--- src/rtl/apb_resp_pkg.sv ---
// Shared types and constants for the apb_resp_regs APB3 completer:
// register offsets, FSM state enum, latched-transfer payload, decode helpers.
package apb_resp_pkg;

  localparam int unsigned ADDR_W    = 10;  // word address, paddr[11:2]
  localparam int unsigned DATA_W    = 32;
  localparam int unsigned WAIT_W    = 4;   // WAITCFG field width
  localparam int unsigned NUM_REGS  = 8;
  localparam int unsigned REG_IDX_W = 3;
  localparam int unsigned CNT_W     = 16;  // each STATUS counter

  // STATUS field positions
  localparam int unsigned STATUS_DONE_LSB = 0;
  localparam int unsigned STATUS_ERR_LSB  = 16;

  // Byte offsets
  localparam logic [11:0] REG0_OFF    = 12'h000;
  localparam logic [11:0] REG7_OFF    = 12'h01C;
  localparam logic [11:0] WAITCFG_OFF = 12'h020;
  localparam logic [11:0] STATUS_OFF  = 12'h024;
  localparam logic [11:0] ID_OFF      = 12'hFFC;

  typedef enum logic {
    IDLE   = 1'b0,
    ACCESS = 1'b1
  } state_e;

  typedef enum logic [2:0] {
    SEL_REG,
    SEL_WAITCFG,
    SEL_STATUS,
    SEL_ID,
    SEL_NONE
  } sel_e;

  // Transfer captured in the setup phase
  typedef struct packed {
    logic              write;
    logic [ADDR_W-1:0] addr;
    logic [DATA_W-1:0] wdata;
  } xfer_t;

  function automatic logic [ADDR_W-1:0] word_of(input logic [11:0] off);
    return off[11:2];
  endfunction

  function automatic logic [REG_IDX_W-1:0] reg_idx(input logic [ADDR_W-1:0] addr);
    return REG_IDX_W'(addr - word_of(REG0_OFF));
  endfunction

  // REG0 sits at word 0, so the block test only needs an upper bound
  function automatic sel_e decode(input logic [ADDR_W-1:0] addr);
    sel_e sel;
    if (addr <= word_of(REG7_OFF))           sel = SEL_REG;
    else if (addr == word_of(WAITCFG_OFF))   sel = SEL_WAITCFG;
    else if (addr == word_of(STATUS_OFF))    sel = SEL_STATUS;
    else if (addr == word_of(ID_OFF))        sel = SEL_ID;
    else                                     sel = SEL_NONE;
    return sel;
  endfunction

  // Unmapped offsets always error; read-only words error on write
  function automatic logic is_error(input sel_e sel, input logic write);
    return (sel == SEL_NONE) || (write && ((sel == SEL_STATUS) || (sel == SEL_ID)));
  endfunction

endpackage

--- src/rtl/apb_resp_fsm.sv ---
// APB3 completer transfer sequencer: IDLE/ACCESS state, wait counter,
// setup-phase address/data latch, registered pready and completion strobe.
// Ports: pclkg/presetn; APB psel/penable/pwrite/paddr/pwdata in;
// waitcfg in (sampled at setup); xfer out (latched transfer);
// addr_nxt_c/write_nxt_c/pready_nxt_c out (values taking effect next edge,
// used by the top to register prdata/pslverr); pready out; complete_c out.
module apb_resp_fsm
  import apb_resp_pkg::*;
(
  input  logic              pclkg,
  input  logic              presetn,
  input  logic              psel,
  input  logic              penable,
  input  logic              pwrite,
  input  logic [ADDR_W-1:0] paddr,
  input  logic [DATA_W-1:0] pwdata,
  input  logic [WAIT_W-1:0] waitcfg,
  output xfer_t             xfer,
  output logic [ADDR_W-1:0] addr_nxt_c,
  output logic              write_nxt_c,
  output logic              pready_nxt_c,
  output logic              pready,
  output logic              complete_c
);

  state_e            state;
  logic [WAIT_W-1:0] wait_cnt;
  logic              setup_c;
  logic              abort_c;
  xfer_t             xfer_nxt_c;

  // Strobes and next-cycle transfer/pready
  always_comb begin
    setup_c      = (state == IDLE) && psel && !penable;
    complete_c   = (state == ACCESS) && psel && pready;
    abort_c      = (state == ACCESS) && !psel;
    xfer_nxt_c   = xfer;
    pready_nxt_c = 1'b0;
    if (setup_c) begin
      xfer_nxt_c.write = pwrite;
      xfer_nxt_c.addr  = paddr;
      xfer_nxt_c.wdata = pwdata;
      pready_nxt_c     = (waitcfg == '0);
    end else if ((state == ACCESS) && psel && !pready) begin
      // counter is still nonzero here; ready follows the last decrement
      pready_nxt_c = (wait_cnt == WAIT_W'(1));
    end
    addr_nxt_c  = xfer_nxt_c.addr;
    write_nxt_c = xfer_nxt_c.write;
  end

  // State, counter, latches
  always_ff @(posedge pclkg or negedge presetn) begin
    if (!presetn) begin
      state    <= IDLE;
      wait_cnt <= '0;
      xfer     <= '0;
      pready   <= 1'b0;
    end else begin
      xfer   <= xfer_nxt_c;
      pready <= pready_nxt_c;
      case (state)
        IDLE: begin
          if (setup_c) begin
            state    <= ACCESS;
            wait_cnt <= waitcfg;
          end
        end
        ACCESS: begin
          if (abort_c || complete_c) begin
            state <= IDLE;
          end else begin
            wait_cnt <= wait_cnt - WAIT_W'(1);
          end
        end
        default: state <= IDLE;
      endcase
    end
  end

endmodule

--- src/rtl/apb_resp_regs.sv ---
// APB3 completer with eight RW registers, programmable wait states (WAITCFG),
// transfer/error counters (STATUS) and an ID word; drives every pready/pslverr
// case a requester has to handle.
// Ports: pclkg, presetn (async active-low); psel, penable, pwrite,
// paddr[11:2], pwdata[31:0] in; prdata[31:0], pready, pslverr out (all
// registered, zero unless pready=1).
// DONE_PRELOAD/ERR_PRELOAD set the STATUS counter reset values (default 0).
module apb_resp_regs
  import apb_resp_pkg::*;
#(
  parameter logic [DATA_W-1:0] ID_VALUE     = 32'h0001_A0B5,
  parameter logic [WAIT_W-1:0] WAIT_DEFAULT = 4'd0,
  parameter logic [CNT_W-1:0]  DONE_PRELOAD = 16'h0000,
  parameter logic [CNT_W-1:0]  ERR_PRELOAD  = 16'h0000
) (
  input  logic              pclkg,
  input  logic              presetn,
  input  logic              psel,
  input  logic              penable,
  input  logic              pwrite,
  input  logic [11:2]       paddr,
  input  logic [DATA_W-1:0] pwdata,
  output logic [DATA_W-1:0] prdata,
  output logic              pready,
  output logic              pslverr
);

  xfer_t             xfer;
  logic [ADDR_W-1:0] addr_nxt_c;
  logic              write_nxt_c;
  logic              pready_nxt_c;
  logic              complete_c;

  logic [DATA_W-1:0] regs [NUM_REGS];
  logic [WAIT_W-1:0] waitcfg;
  logic [CNT_W-1:0]  done_cnt;
  logic [CNT_W-1:0]  err_cnt;

  sel_e              sel_nxt_c;
  sel_e              sel_c;
  logic              err_nxt_c;
  logic              wr_en_c;
  logic [DATA_W-1:0] rdata_nxt_c;

  apb_resp_fsm u_fsm (
    .pclkg        (pclkg),
    .presetn      (presetn),
    .psel         (psel),
    .penable      (penable),
    .pwrite       (pwrite),
    .paddr        (paddr),
    .pwdata       (pwdata),
    .waitcfg      (waitcfg),
    .xfer         (xfer),
    .addr_nxt_c   (addr_nxt_c),
    .write_nxt_c  (write_nxt_c),
    .pready_nxt_c (pready_nxt_c),
    .pready       (pready),
    .complete_c   (complete_c)
  );

  // Response for the cycle in which pready will be high; STATUS is sampled
  // before this transfer's own increment
  always_comb begin
    sel_nxt_c   = decode(addr_nxt_c);
    err_nxt_c   = is_error(sel_nxt_c, write_nxt_c);
    rdata_nxt_c = '0;
    if (pready_nxt_c && !write_nxt_c && !err_nxt_c) begin
      case (sel_nxt_c)
        SEL_REG:     rdata_nxt_c = regs[reg_idx(addr_nxt_c)];
        SEL_WAITCFG: rdata_nxt_c = DATA_W'(waitcfg);
        SEL_STATUS: begin
          rdata_nxt_c[STATUS_DONE_LSB +: CNT_W] = done_cnt;
          rdata_nxt_c[STATUS_ERR_LSB +: CNT_W]  = err_cnt;
        end
        SEL_ID:      rdata_nxt_c = ID_VALUE;
        default:     rdata_nxt_c = '0;
      endcase
    end
  end

  // Commit decode from the latched transfer
  always_comb begin
    sel_c   = decode(xfer.addr);
    wr_en_c = complete_c && xfer.write && !pslverr;
  end

  // Register bank, counters and registered response
  always_ff @(posedge pclkg or negedge presetn) begin
    if (!presetn) begin
      for (int i = 0; i < NUM_REGS; i++) begin
        regs[i] <= '0;
      end
      waitcfg  <= WAIT_DEFAULT;
      done_cnt <= DONE_PRELOAD;
      err_cnt  <= ERR_PRELOAD;
      prdata   <= '0;
      pslverr  <= 1'b0;
    end else begin
      prdata  <= rdata_nxt_c;
      pslverr <= pready_nxt_c && err_nxt_c;
      if (wr_en_c) begin
        case (sel_c)
          SEL_REG:     regs[reg_idx(xfer.addr)] <= xfer.wdata;
          SEL_WAITCFG: waitcfg <= xfer.wdata[WAIT_W-1:0];
          default:     ;
        endcase
      end
      if (complete_c) begin
        done_cnt <= done_cnt + CNT_W'(1);  // wraps
        if (pslverr && (err_cnt != '1)) begin
          err_cnt <= err_cnt + CNT_W'(1);  // saturates
        end
      end
    end
  end

endmodule

--- config.mk ---
export PLATFORM = sky130hd
export DESIGN_NAME = apb_resp_regs
export DESIGN_NICKNAME = d
export VERILOG_FILES = /design/src/rtl/apb_resp_pkg.sv /design/src/rtl/apb_resp_fsm.sv /design/src/rtl/apb_resp_regs.sv
export SDC_FILE = /design/constraint.sdc
export NUM_CORES = 1
export LEC_CHECK = 0
export CORE_MARGIN = 2
export CORE_UTILIZATION = 41
export CTS_BUF_LIST = sky130_fd_sc_hd__clkbuf_8
export DETAILED_ROUTE_END_ITERATION = 8
export SLEW_MARGIN = 10
export SYNTH_ARGS = -nofsm -noshare
export SYNTH_HDL_FRONTEND = slang
export SYNTH_SLANG_ARGS = --single-unit
--- constraint.sdc ---
create_clock -name pclkg -period 6.3 [get_ports pclkg]
set_clock_uncertainty 0.05 [all_clocks]
set_input_delay 1.26 -clock pclkg [delete_from_list [all_inputs] [get_ports pclkg]]
set_output_delay 1.26 -clock pclkg [all_outputs]
set_load 0.05 [all_outputs]
## Yosys cells after proc, flatten, opt, wreduce, memory -nomap -nowiden

Cells that the tools add are included.

| storage, ports and cells | value |
|---|---|
| logic and storage cells | 100 |
| register bits | 374 |
| input bits | 47 |

| operators by class | value |
|---|---|
| reduce and logical (&&, ||, !) cells | 30 |
| multiplexer cells | 25 |
| bitwise logic cells | 3 |
| $lt $le $gt $ge | 5 |
| eq/ne operators | 15 |
| add/sub/neg operators | 3 |

Operators by type and width:

| cell | number |
|---|---|
| bitwise mux 256 bit | 1 |
| two-way mux 32 bit | 4 |
| case mux 32 bit (4 select lines) | 1 |
| binary-select mux 32 bit (select 3 bit) | 1 |
| demux 32 bit (select 3 bit) | 1 |
| two-way mux 43 bit | 1 |
| equality test 10 x 4 -> 1 bit, second input constant | 4 |
| adder 16 x 1 -> 16 bit, second input constant | 2 |
| two-way mux 3 bit | 8 |
| equality test 10 bit, second input constant | 2 |
| <= comparator 10 x 3 -> 1 bit, second input constant | 2 |
| != test 16 bit, second input constant | 1 |
| logical AND 1 bit | 14 |
| greater-or-equal comparator 4 bit, second input constant | 2 |
| two-way mux 4 bit | 2 |
| inverter 3 -> 4 bit | 2 |
| case mux 4 bit (2 select lines) | 1 |
| AND reduction 2 bit | 4 |
| equality test 3 x 1 -> 1 bit, second input constant | 2 |
| equality test 3 x 2 -> 1 bit, second input constant | 2 |
| logical NOT 1 bit | 6 |
| logical NOT 3 bit | 2 |
| equality test 4 x 1 -> 1 bit, second input constant | 1 |
| logical NOT 4 bit | 1 |
| other kinds (9) | 14 |

## Longest topological paths before layout

| logic depth | value |
|---|---|
| depth after elaboration | 16 |
| mapped depth | 10 |

## Cells and area by module

A second synthesis with hierarchy kept.

| second synthesis, totals | value |
|---|---|
| cells, all modules | 1078 |
| area, all modules | 16447.0 um^2 |

Modules (own cells, without submodules):

| module | area each (um^2) | seq. area each (um^2) | cells an instance | times used |
|---|---|---|---|---|
| apb_resp_regs | 14452.6 | 8132.8 | 947 | 1 |
| apb_resp_fsm | 1994.4 | 1226.2 | 131 | 1 |

## Worst setup path after synthesis

No wires, ideal clock.

| path | value |
|---|---|
| path kind | in2reg |
| from | in penable |
| to | reg prdata[24] |
| arrival | 3.126 ns |
| slack | 3.043 ns |
| stages | 7 |
| required time | 6.169 ns |
| cells stage by stage | nor3b_2 > mux2i_1 > clkbuf_1 > clkbuf_1 > a211oi_1 > a311o_1 > a31oi_2 |

| on the way | value |
|---|---|
| longest elaborated chain between the ends | 15 |
| elaborated cells on any way between the ends | 30 |
| classes of those cells | order compare: 1; eq/ne: 7; mux: 11; bitwise: 1; reduce/logical: 10 |

RTL lines:

| what | RTL line | text |
|---|---|---|
| from (decl) | apb_resp_regs.sv:19 | `input logic penable,` |
| logical NOT 1 bit (*) | apb_resp_fsm.sv:34 | `setup_c = (state == IDLE) && psel && !penable;` |
| logical AND 1 bit (*) | apb_resp_fsm.sv:34 |  |
| two-way mux 43 bit | apb_resp_fsm.sv:39 | `if (setup_c) begin` |
| equality test 10 bit | apb_resp_pkg.sv:57 | `else if (addr == word_of(ID_OFF)) sel = SEL_ID;` |
| two-way mux 3 bit | apb_resp_pkg.sv:57 |  |
| two-way mux 3 bit | apb_resp_pkg.sv:56 | `else if (addr == word_of(STATUS_OFF)) sel = SEL_STATUS;` |
| two-way mux 3 bit | apb_resp_pkg.sv:55 | `else if (addr == word_of(WAITCFG_OFF)) sel = SEL_WAITCFG;` |
| two-way mux 3 bit | apb_resp_pkg.sv:54 | `if (addr <= word_of(REG7_OFF)) sel = SEL_REG;` |
| equality test 3 x 2 -> 1 bit | apb_resp_pkg.sv:64, apb_resp_regs.sv:69 |  |
| logical OR 1 bit | apb_resp_pkg.sv:64 | `return (sel == SEL_NONE) \|\| (write && ((sel == SEL_STATUS) \|\| (sel == SEL_ID)));` |
| logical AND 1 bit | apb_resp_pkg.sv:64 |  |
| logical OR 1 bit | apb_resp_pkg.sv:64 |  |
| logical NOT 1 bit | apb_resp_regs.sv:68 | `if (pready_nxt_c && !write_nxt_c && !err_nxt_c) begin` |
| logical AND 1 bit | apb_resp_regs.sv:68 |  |
| two-way mux 32 bit (*) | apb_resp_regs.sv:68 |  |
| via rdata_nxt_c[24] | apb_resp_regs.sv:43 | `logic [DATA_W-1:0] rdata_nxt_c;` |
| to (signal assigned) | apb_resp_regs.sv:100 | `prdata <= rdata_nxt_c;` |
| to (decl) | apb_resp_regs.sv:23 | `output logic [DATA_W-1:0] prdata,` |

Mark *: on every way through the listed nets, which the timed path passes. The rest lies on a longest branch. The select of a mux whose other input is x is not followed.
A chain may end at the register's enable or synchronous reset.

## Worst setup path after layout

| path | value |
|---|---|
| from | in psel |
| to | reg prdata[0] |

| on the way | value |
|---|---|
| longest elaborated chain between the ends | 15 |
| elaborated cells on any way between the ends | 33 |
| classes of those cells | order compare: 1; eq/ne: 7; mux: 12; bitwise: 1; reduce/logical: 12 |

RTL lines:

| what | RTL line | text |
|---|---|---|
| from (decl) | apb_resp_regs.sv:18 | `input logic psel,` |
| logical AND 1 bit (2 in a row) | apb_resp_fsm.sv:34 |  |
| two-way mux 43 bit | apb_resp_fsm.sv:39 |  |
| equality test 10 bit | apb_resp_pkg.sv:57 |  |
| two-way mux 3 bit | apb_resp_pkg.sv:57 |  |
| two-way mux 3 bit | apb_resp_pkg.sv:56 |  |
| two-way mux 3 bit | apb_resp_pkg.sv:55 |  |
| two-way mux 3 bit | apb_resp_pkg.sv:54 |  |
| equality test 3 x 2 -> 1 bit | apb_resp_pkg.sv:64, apb_resp_regs.sv:69 |  |
| logical OR 1 bit | apb_resp_pkg.sv:64 |  |
| logical AND 1 bit | apb_resp_pkg.sv:64 |  |
| logical OR 1 bit | apb_resp_pkg.sv:64 |  |
| logical NOT 1 bit | apb_resp_regs.sv:68 |  |
| logical AND 1 bit | apb_resp_regs.sv:68 |  |
| two-way mux 32 bit (*) | apb_resp_regs.sv:68 |  |
| via rdata_nxt_c[0] | apb_resp_regs.sv:43 |  |

Marked as above.

==> results.sh <==
export IMPL_outcome="completed"
export IMPL_gr_usage_all_layers_pct=21.25
export IMPL_multi_input_area_sq_um=7038
export IMPL_post_cts_resized=0
export IMPL_syn_inst=1456
export IMPL_numClockSinks=374
export IMPL_io_buffer_count=80
export IMPL_final_cell_mix="dfrtp_1, nand2_1, mux2_2, clkbuf_8, a211oi_1"
export IMPL_path_clk_slew_ps=60
export IMPL_period_share_pct=65.20
export IMPL_floorplan_die_width_microns=207.3
export IMPL_dpl_instance_area_sq_um=18320
export IMPL_p_comb_share_pct=9.0
export IMPL_async_reset_ff_share_pct=100.0
export IMPL_core_area_sq_um=40830
export IMPL_synth_avg_cell_area_sq_um=11.64
export IMPL_slew_headroom_pct=35.85
export IMPL_cts_tree="done"
export IMPL_worstMarginPinSlew_ps=958.6
export IMPL_min_period_ps=4108
export IMPL_setup_viol=0
export IMPL_start_util_pct=41.51
export IMPL_tns_ps=0
export IMPL_numCtsBuffers=66
export IMPL_grt_pass1_wl_microns=71450
export IMPL_r2r_cells=6
export IMPL_path_class="input port to flop"
export IMPL_dieHeight_microns=207.3
export IMPL_num_rows=74
export IMPL_p_int_w=0.003818
export IMPL_final_hold_violation_count=0
export IMPL_wl_microns=45270
export IMPL_vdd_drop_max_v=0.0001513
export IMPL_hp_class="flop to flop"
export IMPL_cts_htree_levels=3
export IMPL_required_ps=6740
export IMPL_grt_pass1_vias=12086
export IMPL_drive_above_1_share_pct=25.44
export IMPL_cap_violations=0
export IMPL_grt_max_degree=147
export IMPL_synth_seq_cells=374
export IMPL_yosysUniqueCellTypes=58
export IMPL_cp_arrival_ps=4550
export IMPL_post_cts_setup_buffers=0
export IMPL_antenna_left=0
export IMPL_netSwitchingFraction_pct=27.43
export IMPL_remaining_drc_errors=0
export IMPL_place_congestion=0.7627
export IMPL_end_kind="flop"
export IMPL_synth_seq_area_share_pct=55.22
export IMPL_p_clk_share_pct=42.2
export IMPL_syn_area_sq_um=16950
export IMPL_place_ws_ps=1557
export IMPL_p_leak_nw=9.022
export IMPL_fin_hold_ws_ps=435.5
export IMPL_p_sw_w=0.001443
export IMPL_vias=11669
export IMPL_holdBufCountCts=0
export IMPL_cts_root_buf="clkbuf_8"
export IMPL_grt_overflow=0
export IMPL_worstHoldPathCells=1
export IMPL_path_max_fanout=13
export IMPL_pwr_share_seq_pct=48.8
export IMPL_final_common_cell="dfrtp_1"
export IMPL_area_delta_synth_final_pct=15.85
export IMPL_synth_edf_count=0
export IMPL_maxSlewViolCount=0
export IMPL_worstSkewPairLatency_ps=610
export IMPL_final_design_area_no_fill_sq_um=19640
export IMPL_synthFlopType="dfrtp_1"
export IMPL_antenna_found_initial=0
export IMPL_drt_iter0_markers=807
export IMPL_vias_per_cell=5.533
export IMPL_synth_warnings=0
export IMPL_fmax_mhz=243.5
export IMPL_wl_per_cell_microns=21.46
export IMPL_hpwl_microns=27150
export IMPL_r2r_slack_ps=2720
export IMPL_die_area_sq_um=42980
export IMPL_final_seq_area_sq_um=9359
export IMPL_nets=1583
export IMPL_io_pins=81
export IMPL_synth_nets=1507
export IMPL_first_pass_iters=5
export IMPL_rsz0062_at_grt="no"
export IMPL_setup_slack_ps=2192
export IMPL_crit_path_start_kind="input port"
export IMPL_post_route_util_pct=48.09
export IMPL_cts_buffer_depth=3
export IMPL_power_density_nw_per_um2=267.9
export IMPL_fill_cells=3683
[metal layers]
metal,routed length [microns],GRT usage [%]
met4,1112,7.611
met5,0,0
met3,2024,4.191
met2,21080,33.28
met1,21040,29.45
[registers in the layout (all words and copies together), names as in the netlist, 4 cells and up]
signal	count
waitcfg	4
prdata	32
u_fsm.wait_cnt	4
regs	256
err_cnt	16
u_fsm.xfer	43
done_cnt	16
[path summary, 6_finish.rpt]
kind	startpoint	to
setup / recovery	psel	prdata[0]$_DFF_PN0_
hold / removal	regs[2]$_DFFE_PN0P_	regs[2]$_DFFE_PN0P_
setup reg to reg	u_fsm.state$_DFF_PN0_	regs[76]$_DFFE_PN0P_
hold reg to reg	regs[2]$_DFFE_PN0P_	regs[2]$_DFFE_PN0P_
max in group asynchronous	presetn	regs[222]$_DFFE_PN0P_
min in group asynchronous	presetn	u_fsm.state$_DFF_PN0_
[critical path, stage by stage]
cell	delay, ps
clkdlybuf4s50_1	620
nor3b_4	600
buf_4	330
mux2i_1	200
buf_4	220
inv_1	70
nor2_1	630
a32oi_1	200
a221o_1	380
[power groups by stage]
| stage | Sequential [W] | Combinational, W | Clock [W] |
|---|---|---|---|
| after global placement | 0.00261 | 0.000471 | 0 |
| after floorplan | 0.00255 | 0.000276 | 0 |
| after CTS | 0.00256 | 0.000477 | 0.00227 |
| final | 0.00257 | 0.000475 | 0.00222 |
| after global routing | 0.00258 | 0.000524 | 0.00238 |
| after detailed placement | 0.00261 | 0.000476 | 0 |
[area by class of cell]
type,instances,share of cell area (%)
inverter,56,1.083
sequential,374,47.66
clock inverter,24,0.4970
multi-input combinational,925,35.84
antenna,1,0.01274
timing repair buffer,109,5.340
clock buffer,88,6.168
tap,532,3.390
[cell families (layout without fill, tap and decap cells)]
kind of cell	Yosys count	in the layout	synth area share, %
AOI/OAI and AO/OA	245	245	10.87
buffers and inverters	157	277	4.031
DFF	374	374	55.22
other	0	1	0
adders and majority gates	4	4	0.2953
and+or+nand+nor	362	362	9.331
xor gates and xnor gates	30	30	1.550
muxes	284	284	18.70
[cells in the mapped netlist, types with 5 or more instances]
cell | n | share of area [%]
a221oi_1 | 10 | 0.52
nand3_1 | 13 | 0.38
mux2_1 | 14 | 0.93
buf_2 | 35 | 1.0
a21oi_1 | 51 | 1.5
inv_1 | 54 | 1.2
mux2i_1 | 23 | 1.4
nor4_1 | 10 | 0.37
xnor2_1 | 15 | 0.78
nand4_1 | 11 | 0.41
a31oi_2 | 10 | 0.74
buf_4 | 5 | 0.22
o21ai_0 | 16 | 0.47
nand2b_1 | 6 | 0.22
xor2_1 | 15 | 0.78
o2bb2ai_1 | 7 | 0.36
nor2_1 | 22 | 0.49
a211oi_1 | 80 | 3.5
buf_1 | 6 | 0.13
nor3_1 | 10 | 0.30
nand2_1 | 262 | 5.8
clkbuf_1 | 50 | 1.1
dfrtp_1 | 374 | 55
a311o_1 | 22 | 1.3
mux2_2 | 247 | 16
a31oi_1 | 13 | 0.48
a221o_1 | 22 | 1.3
[metrics by stage]
| stage | instances | power, W |
|---|---|---|
| global placement | 1996 | 0.003077 |
| CTS | 2108 | 0.005314 |
| finish | 2109 | 0.005261 |
| detailed placement | 1996 | 0.003082 |
| global route | 2108 | 0.005486 |
| floorplan | 1456 | 0.002825 |
Note: power is estimated with default switching activity, not from simulation.
